===== config.mk =====
export PLATFORM = sky130hd
export DESIGN_NAME = ring_inject_arbiter
export DESIGN_NICKNAME = d
export VERILOG_FILES = /design/src/rtl/ring_inject_arbiter.sv
export SDC_FILE = /design/constraint.sdc
export NUM_CORES = 1
export LEC_CHECK = 0
export BUFFER_PORTS_ARGS = -buffer_cell sky130_fd_sc_hd__buf_2
export CORE_UTILIZATION = 48
export DETAILED_ROUTE_END_ITERATION = 16
export HOLD_SLACK_MARGIN = 0.1
export PLACE_DENSITY = 0.76
export SYNTH_ARGS = -nofsm -noshare
export SYNTH_HDL_FRONTEND = slang
export SYNTH_SLANG_ARGS = --single-unit

===== constraint.sdc =====
create_clock -name clk -period 3.1 [get_ports clk]
set_input_delay 0.465 -clock clk [delete_from_list [all_inputs] [get_ports clk]]
set_output_delay 0.465 -clock clk [all_outputs]
set_load 0.05 [all_outputs]

===== src/rtl/ring_inject_arbiter.sv =====
// Output-link arbiter for one ring node: pass-through FIFO vs local request/reply FIFOs.
// Latency: pop is combinational; out_vld/out_sel/out_ctrl follow pop by one cycle.
// Backpressure: per-class downstream credit gates every pop; a locked packet stalls, never aborts.
module ring_inject_arbiter #(
  parameter int SLOT_LIMIT = 14,
  parameter int STARVE_MAX = 8,
  parameter int CNT_W      = 4
) (
  input  logic       clk,
  input  logic       rst,
  input  logic [2:0] src_vld,
  input  logic [1:0] src_ctrl0,
  input  logic [1:0] src_ctrl1,
  input  logic [1:0] src_ctrl2,
  input  logic [2:0] src_cls,
  input  logic       en_pass_req_in,
  input  logic       en_pass_rep_in,
  input  logic [3:0] used_slots_pass_req_in,
  input  logic [3:0] used_slots_pass_rep_in,
  output logic [2:0] pop,
  output logic       out_vld,
  output logic [1:0] out_sel,
  output logic [1:0] out_ctrl,
  output logic       busy,
  output logic       proto_err
);

  localparam logic [3:0]       SLOT_LIM_W   = 4'(SLOT_LIMIT);
  localparam logic [CNT_W-1:0] STARVE_MAX_W = CNT_W'(STARVE_MAX);

  localparam logic [1:0] CTRL_NONE = 2'b00;
  localparam logic [1:0] CTRL_HEAD = 2'b01;
  localparam logic [1:0] CTRL_TAIL = 2'b11;

  typedef enum logic {IDLE, LOCK} state_t;

  state_t           state_q, state_d;
  logic [1:0]       owner_q, owner_d;
  logic             rr_q, rr_d;
  logic [CNT_W-1:0] starve_q, starve_d;
  logic             err_q, err_d;
  logic             out_vld_q;
  logic [1:0]       out_sel_q;
  logic [1:0]       out_ctrl_q;

  logic [2:0][1:0]  ctrl_a;
  logic [2:0][1:0]  cand;
  logic [2:0]       elig;
  logic [2:0]       pop_c;
  logic [1:0]       pop_idx;
  logic             req_ok, rep_ok;
  logic             local_wait;
  logic             gnt_vld, err_hit, seen;
  logic [1:0]       gnt_idx, c;

  assign ctrl_a[0] = src_ctrl0;
  assign ctrl_a[1] = src_ctrl1;
  assign ctrl_a[2] = src_ctrl2;

  assign req_ok = en_pass_req_in && (used_slots_pass_req_in < SLOT_LIM_W);
  assign rep_ok = en_pass_rep_in && (used_slots_pass_rep_in < SLOT_LIM_W);

  // Per-source eligibility: head present and its class has downstream room.
  always_comb begin
    elig = '0;
    for (int i = 0; i < 3; i++) begin
      elig[i] = src_vld[i] && (src_cls[i] ? rep_ok : req_ok);
    end
  end

  assign local_wait = (src_vld[1] && src_ctrl1 == CTRL_HEAD) ||
                      (src_vld[2] && src_ctrl2 == CTRL_HEAD);

  // Candidate order: pass first unless locals have been starved, locals in rr order.
  always_comb begin
    cand = '0;
    if (starve_q == STARVE_MAX_W) begin
      cand[0] = rr_q ? 2'd2 : 2'd1;
      cand[1] = rr_q ? 2'd1 : 2'd2;
      cand[2] = 2'd0;
    end else begin
      cand[0] = 2'd0;
      cand[1] = rr_q ? 2'd2 : 2'd1;
      cand[2] = rr_q ? 2'd1 : 2'd2;
    end
  end

  // IDLE grant search: first eligible head wins; a body/tail on the first eligible is an error.
  always_comb begin
    gnt_vld = 1'b0;
    gnt_idx = 2'd0;
    err_hit = 1'b0;
    seen    = 1'b0;
    c       = 2'd0;
    for (int k = 0; k < 3; k++) begin
      c = cand[k[1:0]];
      if (!gnt_vld && elig[c]) begin
        if (ctrl_a[c] == CTRL_HEAD) begin
          gnt_vld = 1'b1;
          gnt_idx = c;
        end else if (!seen && ctrl_a[c][1]) begin
          err_hit = 1'b1;
        end
        seen = 1'b1;
      end
    end
  end

  // Next-state, pop and fairness bookkeeping.
  always_comb begin
    state_d  = state_q;
    owner_d  = owner_q;
    rr_d     = rr_q;
    starve_d = starve_q;
    err_d    = err_q;
    pop_c    = '0;
    case (state_q)
      IDLE: begin
        if (err_hit) err_d = 1'b1;
        if (gnt_vld) begin
          pop_c[gnt_idx] = 1'b1;
          state_d        = LOCK;
          owner_d        = gnt_idx;
          if (gnt_idx == 2'd0) begin
            if (local_wait && starve_q != STARVE_MAX_W) starve_d = starve_q + 1'b1;
          end else begin
            starve_d = '0;
          end
        end
      end
      LOCK: begin
        if (elig[owner_q] && ctrl_a[owner_q] != CTRL_NONE) begin
          pop_c[owner_q] = 1'b1;
          if (ctrl_a[owner_q] == CTRL_TAIL) begin
            state_d = IDLE;
            owner_d = 2'd0;
            if (owner_q != 2'd0) rr_d = ~rr_q;
          end
        end
      end
      default: state_d = IDLE;
    endcase
  end

  assign pop_idx = pop_c[2] ? 2'd2 : (pop_c[1] ? 2'd1 : 2'd0);

  // State and registered link outputs.
  always_ff @(posedge clk or negedge rst) begin
    if (!rst) begin
      state_q    <= IDLE;
      owner_q    <= 2'd0;
      rr_q       <= 1'b0;
      starve_q   <= '0;
      err_q      <= 1'b0;
      out_vld_q  <= 1'b0;
      out_sel_q  <= 2'd0;
      out_ctrl_q <= 2'd0;
    end else begin
      state_q   <= state_d;
      owner_q   <= owner_d;
      rr_q      <= rr_d;
      starve_q  <= starve_d;
      err_q     <= err_d;
      out_vld_q <= |pop_c;
      if (|pop_c) begin
        out_sel_q  <= pop_idx;
        out_ctrl_q <= ctrl_a[pop_idx];
      end else begin
        out_ctrl_q <= 2'd0;
      end
    end
  end

  assign pop       = rst ? pop_c : 3'b000;
  assign out_vld   = out_vld_q;
  assign out_sel   = out_sel_q;
  assign out_ctrl  = out_ctrl_q;
  assign busy      = (state_q == LOCK);
  assign proto_err = err_q;

endmodule


After elaboration in Yosys (flattened, before gate mapping)
Cells that the tools add are included.

storage, ports and cells
  flip-flop bits (word level) = 14
  bits of input ports = 24
  output and inout port bits = 10
  logic and storage cells = 129

cells by class
  add/sub/neg operators = 1
  $lt $le $gt $ge = 10
  equality and inequality tests = 12
  mux-type cells = 68
  bitwise logic cells = 2
  reduce and logical (&&, ||, !) cells = 28

operators with widths
  kind                   count
  $mux W2                18
  $mux W1                30
  $bmux W2 S2            5
  $lt A2 B3 Y1 const B   6
  $logic_and A1 B1 Y1    15
  $eq A2 B1 Y1 const B   5
  $mux W3                3
  $bmux W1 S2            4
  $lt A4 B4 Y1 const B   2
  $mux W4                2
  $mux W6                1
  $ne A2 B1 Y1 const B   3
  $pmux W3 S2            1
  $reduce_and A3 Y1      2
  $add A4 B1 Y4 const B  1
  $demux W1 S2           2
  $eq A4 B4 Y1 const B   1
  $ge A2 B1 Y1 const B   2
  $logic_not A1 Y1       4
  $ne A4 B4 Y1 const B   1
  $pmux W2 S2            1
  $reduce_and A4 Y1      1
  $reduce_bool A2 Y1     2
  $reduce_or A3 Y1       1
  other kinds (7)        8

Longest topological paths before layout
Gate-level depths: netlist (run 1).

  depth in word-level cells = 24
  gate-level depth with buffers = 15
  gate-level depth less buffers = 14

Worst setup path after synthesis (run 1)
Ideal clock, no wire load.

  kind = register -> output
  start point = register starve_q[0]
  end point = output port pop[0]
  arrival = 3.319 ns
  required time = 2.635 ns
  setup slack = -0.684 ns
  stages on the path, launching flop included = 16
  path buffers = 1
  cells stage by stage = dfrtp_1 -> inv_1 -> ha_1 -> nand2_1 -> or2_2 -> inv_1 -> ha_1 -> buf_6 -> mux2i_1 -> a2bb2oi_1 -> nand2_1 -> a31o_1 -> a31o_4 -> a211oi_4 -> nor2_2 -> nor2b_1

between the ends
  longest elaborated chain between the ends = 20
  elaborated cells on any way between the ends = 41
  those cells by class = 2 x order compare; 4 x eq/ne; 30 x mux; 5 x reduce/logical

RTL lines
  what                                                                       line  RTL
  start: declaration                                                         40    logic [CNT_W-1:0] starve_q, starve_d;
  start signal: assignment                                                   162   starve_q <= starve_d;
  $eq A4 B4 Y1 *                                                             77    if (starve_q == STARVE_MAX_W) begin
  $mux W6 *                                                                  77
  $bmux W2 S2                                                                98    if (ctrl_a[c] == CTRL_HEAD) begin
  $mux W2 (not written as such)                                              98
  $eq A2 B1 Y1                                                               98
  $mux W1                                                                    98
  $mux W1                                                                    97    if (!gnt_vld && elig[c]) begin
  $logic_not A1 Y1                                                           97
  [4 not listed]                                                             --
  $mux W2                                                                    97
  $lt A2 B3 Y1 (not written as such) / $ge A2 B1 Y1 (equally long branches)  121   pop_c[gnt_idx] = 1'b1;
  $logic_and A1 B1 Y1 (not written as such)                                  121
  $mux W1 (not written as such)                                              121
  $demux W1 S2                                                               121
  $mux W3 *                                                                  120   if (gnt_vld) begin
  $pmux W3 S2 *                                                              117   case (state_q)
  $mux W3 *                                                                  174   assign pop = rst ? pop_c : 3'b000;
  end: declaration                                                           20    output logic [2:0] pop,

Every way passes the cells marked *; elsewhere a longest branch is shown, timed or not. The select of a mux whose other input is x is not followed.

Worst setup path after layout (run 1)
Same ends and word-level chain as after synthesis.

==> results.json, run 1 <==
{
  "yosys.area.top_type": "dfrtp_1",
  "crit_path_end_kind": "output pin",
  "min-delay-start": "src_ctrl0[0]",
  "coreArea_um2": 2780,
  "wl_um": 4480,
  "total_power_uw": 1160,
  "drtPass1Iterations": 7,
  "path_cells": "inv_2 > ha_1 > nand2_1 > or2_4 > inv_4 > ha_4 > mux2i_1 > a2bb2oi_2 > nand2_2 > a31oi_2 > o31ai_4 > a211oi_4 > nor2_2 > nor2b_4 > buf_6",
  "htree_levels": 1,
  "synth_edf_count": 0,
  "layout-drive-gt1-share": 0.474,
  "grtUsageTotal": 0.290,
  "cts.clk_slew.worst_paths_ps": 90,
  "synth.most_common_cell": "nand2_1",
  "rr_endpoint": "out_ctrl[1]",
  "grt_overflow": 0,
  "status": "finished with violations",
  "synth-simple-area-share": 0.272,
  "finalCritPeriodShare": 1.13,
  "leakage_uw": 0.000980,
  "final_area_um2": 2040,
  "syn_to_final_growth_pct": 43.9,
  "worst_slack_ps": -417,
  "slew_headroom": 0.542,
  "tns_ps": -1180,
  "final_antenna_net_count": 0,
  "dieHeight_um": 56.4,
  "grt_max_degree": 15,
  "fin_nets": 263,
  "cts_tree": "built",
  "clkLatencyLatePin_ps": 300,
  "violations": "setup timing",
  "grt_antenna_before_repair": 0,
  "synth_top_area_share": 0.247,
  "setup_viol": 4,
  "synth-seq-cells": 14,
  "postPlaceCellArea_um2": 1800,
  "vias": 1655,
  "synth_cells": 165,
  "synth_adder_area_share": 0.0529,
  "hp-class": "primary input to flop",
  "holdPathEnd": "out_ctrl[0]",
  "synth_common_cells": "nand2_1, dfrtp_1, inv_1",
  "max_freq_mhz": 284,
  "cp_num_buf_inv": 3,
  "post_synth.cell_area_avg_um2": 8.60,
  "max-vdd-ir-drop_mv": 0.608,
  "maxSlewViolCount": 0,
  "tightestPinTransition_ps": 685,
  "drc_errors": 0,
  "rsz0062_at_grt": "yes",
  "worst_r2r_startpoint": "starve_q[0]",
  "drtIter0Drc": 95,
  "synth_compound_area_frac": 0.334,
  "crit_required_ps": 2630,
  "die_area_um2": 3180,
  "synth_top_family_by_area": "compound AO/OA/AOI/OAI gates",
  "synth.yosys.seq_area_share": 0.247,
  "synthesis.nets": 195,
  "routed_via_density": 6.29,
  "synthArstFlopShare": 1.00,
  "arrival_ps": 3050,
  "fillers": 185,
  "cts_buffers": 3,
  "synth_area_um2": 1420,
  "cp_top_family": "compound AO/OA/AOI/OAI gates",
  "synth_xor_xnor_area_share": 0.00617,
  "port_buffers": 31,
  "cp_slowest_cell": "dfrtp_1",
  "synthFlopType": "dfrtp_1",
  "die_w_um": 56.4,
  "synthTopCellsByArea": "dfrtp_1, nand2_1, ha_1",
  "min_path_cells": 2,
  "skew_ps": 4.81,
  "reg2reg_slack_ps": -100,
  "ios": 34,
  "min_period_ps": 3520,
  "start_util": 0.510,
  "wl_per_cell_um": 17.0,
  "ys.warnings.count": 0,
  "max-cap-violations": 0,
  "cp_max_fo": 4,
  "clock_sinks": 14,
  "gp_routability_congestion": 0.963,
  "worst_setup_path_start_kind": "flop",
  "slowest_delay_ps": 400,
  "reg2reg_depth": 16,
  "rows": 19,
  "grt_pass1_vias": 1627,
  "clockBufferDepth": 2,
  "crit_start": "starve_q[0]",
  "cts_root_buffer": "clkbuf_4",
  "synth_cell_types": 63,
  "final-hold-violation-count": 0,
  "power_density_nw_per_um2": 568,
  "muxShareOfSynthArea": 0.0432,
  "insertedDiodeCount": 0,
  "grt_pass1_wl_um": 7230,
  "critPathKind": "flop to output pin",
  "dp_hpwl_um": 3260
}
## where the power goes
group          leakage (uW)  switching [uW]  internal (uW)
clock network     0.0000210            68.2           71.8
registers          0.000176            54.2            235
logic              0.000784             430            299
## repair_timing
| item | CTS | global route |
|---|---|---|
| resized for setup | 20 | 8 |
| endpoints found under the hold margin | 14 | 0 |
| pin swaps | 8 | 3 |
| setup buffers | 7 | 4 |
| hold buffers | 1 | 0 |
| setup endpoints to repair | 3 | 8 |
## worst max-delay path by stage
stage               cells after the start     end  slack [ps]
floorplan                              15  pop[0]        -120
CTS                                    15  pop[0]        -370
global route                           15  pop[0]        -560
finish                                 15  pop[0]        -420
detailed placement                     15  pop[0]        -270
global placement                       15  pop[0]        -210
## cell type report
class	count	area, um^2	area share
timing repair buffer	65	439	0.215
sequential	14	350	0.172
multi-input combinational	136	1130	0.551
clock buffer	4	36.3	0.0178
tap	31	38.8	0.0190
inverter	13	51.3	0.0251
## routing by layer
layer  GRT usage  wire length, um
met1       0.313             1660
met2       0.531             2310
met3      0.0553              310
met4       0.157              194
met5           0                0
## state kept, by name (all words and copies together), names as in the netlist
signal     count
proto_err      1
out_vld        1
out_ctrl       2
starve_q       4
busy           1
rr_q           1
out_sel        2
owner_q        2
## through the flow
stage / util / hold WS, ps / setup slack (ps) / std cells
2_1_floorplan: - / 169 / -115 / 165
3_3_place_gp: 0.647 / 393 / -207 / 247
3_5_place_dp: 0.647 / 398 / -272 / 247
4_1_cts: 0.711 / 482 / -372 / 259
5_1_grt: 0.734 / 488 / -561 / 263
6_report: 0.734 / 476 / -417 / 263
## placed cells by master (no fill, tap or decap), drive strengths merged, types with 2 or more instances in the layout
master / instances
nand2: 22
or2: 3
nand4b: 2
a21o: 4
a21oi: 6
o2bb2ai: 2
a21boi: 2
inv: 13
ha: 6
o31ai: 4
clkbuf: 4
a31oi: 3
o311ai: 2
o21ai: 10
nor2b: 6
buf: 64
and2: 3
and3: 5
mux2i: 5
nor3: 4
nand3: 10
nor2: 9
dfrtp: 14
a31o: 3
## logic make-up after synthesis
kind of cell | count (synthesis)
flops | 14
buf+inv | 15
mux | 6
fa+ha+maj | 6
compound gates | 53
simple gates | 70
xor+xnor | 1
Note: power is estimated with default switching activity, not from simulation.
==> inputs of run 2 (changes only) <==
--- a/config.mk
+++ b/config.mk
@@ -7,4 +7,5 @@
 export LEC_CHECK = 0
 export BUFFER_PORTS_ARGS = -buffer_cell sky130_fd_sc_hd__buf_2
+export CAP_MARGIN = 30
 export CORE_UTILIZATION = 48
 export DETAILED_ROUTE_END_ITERATION = 16
==> constraint.sdc (replaced) <==
create_clock -name clk -period 3.1 [get_ports clk]
set_input_delay 0.31 -clock clk [delete_from_list [all_inputs] [get_ports clk]]
set_output_delay 0.31 -clock clk [all_outputs]
set_load 0.05 [all_outputs]
==> results.json, run 2 (synthesized netlist as in run 1, its figures left out) <==
{
  "rsz0062_at_grt": "yes",
  "skew_ps": 6.07,
  "largest_reg_flops": 4,
  "drtPass1Iterations": 5,
  "grt_overflow": 0,
  "whs_ps": 338,
  "finalCritPeriodShare": 1.10,
  "fillers": 182,
  "insertedDiodeCount": 0,
  "dieHeight_um": 56.4,
  "dp_hpwl_um": 3190,
  "dp_worst_setup_slack_ps": -146,
  "min_period_ps": 3410,
  "cp_max_fo": 5,
  "slew_headroom": 0.535,
  "fin_nets": 268,
  "worst_setup_path_start_kind": "flop",
  "worst_slack_ps": -313,
  "crit_required_ps": 2790,
  "cts_tree": "built",
  "setup_viol": 4,
  "leakage_uw": 0.000987,
  "coreArea_um2": 2780,
  "wl_um": 4710,
  "ios": 34,
  "gp_routability_congestion": 0.898,
  "grtUsageTotal": 0.295,
  "start_util": 0.510,
  "htree_levels": 1,
  "violations": "setup timing",
  "tns_ps": -915,
  "final_common_cell": "buf_4",
  "crit_path_end_kind": "output pin",
  "vias": 1672,
  "maxSlewViolCount": 0,
  "grt_antenna_before_repair": 0,
  "total_power_uw": 1210,
  "critPathKind": "flop to output pin",
  "arrival_ps": 3100,
  "rows": 19,
  "layout-drive-gt1-share": 0.498,
  "routed_via_density": 6.24,
  "regMostFlops": "starve_q",
  "port_buffers": 31,
  "reg2reg_depth": 15,
  "drtIter0Drc": 75,
  "seq_area_um2": 350,
  "final-hold-violation-count": 0,
  "max_freq_mhz": 293,
  "syn_to_final_growth_pct": 51.1,
  "wl_per_cell_um": 17.6,
  "multiInputGateArea_um2": 1190,
  "grt_max_degree": 15,
  "cts_buffers": 3,
  "max-cap-violations": 0,
  "cts.clk_slew.worst_paths_ps": 90,
  "clock_sinks": 14,
  "power_density_nw_per_um2": 563,
  "status": "finished with violations",
  "tightestPinTransition_ps": 696,
  "final_antenna_net_count": 0,
  "hp-class": "primary input to flop",
  "die_w_um": 56.4,
  "clkLatencyLatePin_ps": 290,
  "grt_pass1_vias": 1681,
  "drc_errors": 0,
  "min_path_cells": 2,
  "die_area_um2": 3180,
  "grt_pass1_wl_um": 7400,
  "clockBufferDepth": 2,
  "cts_root_buffer": "clkbuf_4",
  "max-vdd-ir-drop_mv": 0.678,
  "final_cell_mix": "buf_4, buf_2, nand2_1"
}
-- run 2: worst paths after layout --
kind	startpoint	end	slack [ps]
worst max-delay path	starve_q[1]	pop[0]	-310
worst min-delay path	src_ctrl0[0]	out_ctrl[0]	340
worst max register to register	starve_q[1]	out_ctrl[1]	-60
worst min register to register	proto_err	proto_err	490
max in group asynchronous	rst	starve_q[1]	2000
min in group asynchronous	rst	out_vld	650
-- run 2: cell type report --
type,count,area share
Inverter,13,0.0239
Clock buffer,4,0.0169
Multi-Input combinational cell,136,0.555
Timing Repair Buffer,70,0.222
Sequential cell,14,0.163
Tap cell,31,0.0181
-- run 2: timing repair --
| item | 4_1_cts | 5_1_grt |
|---|---|---|
| hold endpoints to repair | 14 | 0 |
| setup buffers | 10 | 6 |
| setup endpoints to repair | 5 | 8 |
| hold buffers | 1 | 0 |
| gates resized for setup | 23 | 17 |
| pin swaps | 12 | 15 |
-- run 2: routing by layer --
layer  GRT usage  up-vias  wire, um
met2       0.520       72      2470
met1       0.334      817      1750
met5           0        -         0
met4       0.150        0       219
met3      0.0599       25       271
li1            -      758         -
-- run 2: worst max-delay path, cell delays in order, from the launching register on --
cell	delay, ps
dfrtp_1	380
inv_1	90
ha_4	130
nand2_2	40
or2_4	290
ha_4	170
mux2_4	300
a22oi_2	160
and2_4	200
o311ai_4	120
a31o_4	290
a211oi_4	280
nor2_4	70
nor2b_4	130
buf_8	150
-- run 2: stage by stage --
step / instance area, um^2 / util / cells
2_1_floorplan: 1450 / - / 165
3_3_place_gp: 1800 / 0.647 / 248
3_5_place_dp: 1800 / 0.647 / 248
4_1_cts: 2030 / 0.729 / 263
5_1_grt: 2140 / 0.771 / 268
6_report: 2140 / 0.771 / 268
-- run 2: report_power, final --
part	total (uW)	leakage [uW]	internal (uW)	switching, uW
clock	138	0.0000210	71.7	66.6
combinational	778	0.000790	331	446
sequential	292	0.000176	235	56.7
==> inputs of run 3 (changes only) <==
Settings changed: CORE_UTILIZATION 48 to 54, PLACE_DENSITY 0.76 to 0.8.
Clock period 3.1 ns to 3.62 ns, I/O delays scaled along.
==> results.json, run 3 (synthesized netlist as in run 1, its figures left out) <==
{
  "max-vdd-ir-drop_mv": 0.497,
  "cp_max_fo": 4,
  "min_period_ps": 3520,
  "rows": 18,
  "status": "completed",
  "clockBufferDepth": 2,
  "die_w_um": 53.3,
  "syn_to_final_growth_pct": 30.4,
  "seq_area_um2": 350,
  "dieHeight_um": 53.3,
  "cts.clk_slew.worst_paths_ps": 90,
  "final_cell_mix": "buf_2, nand2_1, buf_4",
  "holdPathEnd": "out_ctrl[0]",
  "vias": 1478,
  "max_freq_mhz": 284,
  "total_power_uw": 933,
  "crit_required_ps": 3260,
  "wl_um": 4080,
  "min-delay-start": "src_ctrl0[0]",
  "maxSlewViolCount": 0,
  "cts_tree": "built",
  "crit_start": "starve_q[1]",
  "layout-drive-gt1-share": 0.384,
  "port_buffers": 31,
  "reg2reg_slack_ps": 530,
  "drtIter0Drc": 41,
  "cp_slowest_cell": "dfrtp_1",
  "cp_num_buf_inv": 2,
  "path_cells": "inv_1 > ha_1 > nand2_1 > or2_4 > ha_1 > mux2_1 > a22oi_2 > and2_4 > o311ai_4 > a31o_4 > a211oi_4 > nor2_2 > nor2b_2 > buf_6",
  "setup_viol": 0,
  "insertedDiodeCount": 0,
  "fillers": 188,
  "path_common_cell": "ha_1",
  "final-hold-violation-count": 0,
  "start_util": 0.573,
  "cts_buffers": 3,
  "dp_hpwl_um": 3180,
  "final_antenna_net_count": 0,
  "cts_root_buffer": "clkbuf_4",
  "drc_errors": 0,
  "ios": 34,
  "cp_top_family": "compound AO/OA/AOI/OAI gates",
  "worst_r2r_startpoint": "starve_q[1]",
  "final_common_cell": "buf_2",
  "hp-class": "primary input to flop",
  "crit_path_end_kind": "output pin",
  "regMostFlops": "starve_q",
  "grt_pass1_wl_um": 6530,
  "max-cap-violations": 0,
  "worst_setup_path_start_kind": "flop",
  "reg2reg_depth": 15,
  "slew_headroom": 0.712,
  "finalNonFillerCells": 246,
  "arrival_ps": 3160,
  "leakage_uw": 0.000865,
  "multiInputGateArea_um2": 1070,
  "tightestPinTransition_ps": 427,
  "rr_endpoint": "out_ctrl[1]",
  "largest_reg_flops": 4,
  "finalCritPeriodShare": 0.973,
  "clkLatencyLatePin_ps": 280,
  "tns_ps": 0,
  "place_inst": 236,
  "dp_worst_setup_slack_ps": 64.7,
  "rsz0062_at_grt": "yes",
  "power_density_nw_per_um2": 504,
  "wl_per_cell_um": 16.6,
  "grtUsageTotal": 0.318,
  "die_area_um2": 2840,
  "grt_max_degree": 18,
  "grt_pass1_vias": 1448,
  "clock_sinks": 14,
  "htree_levels": 1,
  "slowest_delay_ps": 420,
  "critPathKind": "flop to output pin",
  "drtPass1Iterations": 4,
  "gp_routability_congestion": 0.982,
  "worst_slack_ps": 96.1,
  "skew_ps": 1.40,
  "grt_overflow": 0,
  "coreArea_um2": 2480,
  "grt_antenna_before_repair": 0,
  "fin_nets": 247,
  "min_path_cells": 2,
  "routed_via_density": 6.01
}
-- run 3: cell types whose count changed in the layout (fill, tap and decap cells not counted), moves of 2 or more --
cell     change
nor3_2       -2
ha_1         +2
buf_8        -2
nor3_1       +2
ha_4         -2
nor2b_1      +2
a21oi_1      +2
a21oi_4      -2
buf_4       -21
-- run 3: how the worst max path moves through the flow --
stage / endpoint / cells past startpoint / slack [ps]
finish: pop[0] / 14 / 100
global route: pop[0] / 14 / -40
CTS: pop[0] / 14 / 30
detailed placement: pop[0] / 15 / 60
global placement: pop[0] / 15 / 170
floorplan: pop[2] / 12 / 190
-- run 3: timing repair --
action	in CTS	in global routing
setup buffers	2	3
hold buffers	1	0
pin swaps	3	4
resized for setup	13	7
cloned	0	0
endpoints found under the setup margin	3	3
hold endpoints to repair	14	0
-- run 3: final cells by class --
type                       instances  share of cell area
inverter                          13              0.0277
multi-input combinational        136               0.580
sequential                        14               0.189
clock buffer                       4              0.0196
timing repair buffer              49               0.163
tap                               30              0.0203
-- run 3: power breakdown --
group / internal (uW) / switching (uW)
clock: 61.2 / 54.8
sequential: 201 / 47.7
combinational: 221 / 348
-- run 3: through the flow --
step,hold WS [ps],util,area [um^2]
after floorplan,66.4,-,1420
after global placement,275,0.682,1690
after detailed placement,279,0.682,1690
after CTS,366,0.726,1800
after global routing,359,0.747,1850
final,370,0.747,1850
-- run 3: per-layer routing --
metal	track usage	routed length, um
met1	0.386	1710
met2	0.542	2030
met3	0.0833	283
met4	0.0921	57
met5	0	0
-- run 3: worst register-to-register path, delay by kind of cell, from the launching register on --
| family | cells | cell delay [ps] |
|---|---|---|
| mux | 1 | 240 |
| simple gates | 2 | 310 |
| flops | 1 | 420 |
| buf+inv | 4 | 350 |
| compound gates | 6 | 1350 |
| fa+ha+maj | 2 | 300 |
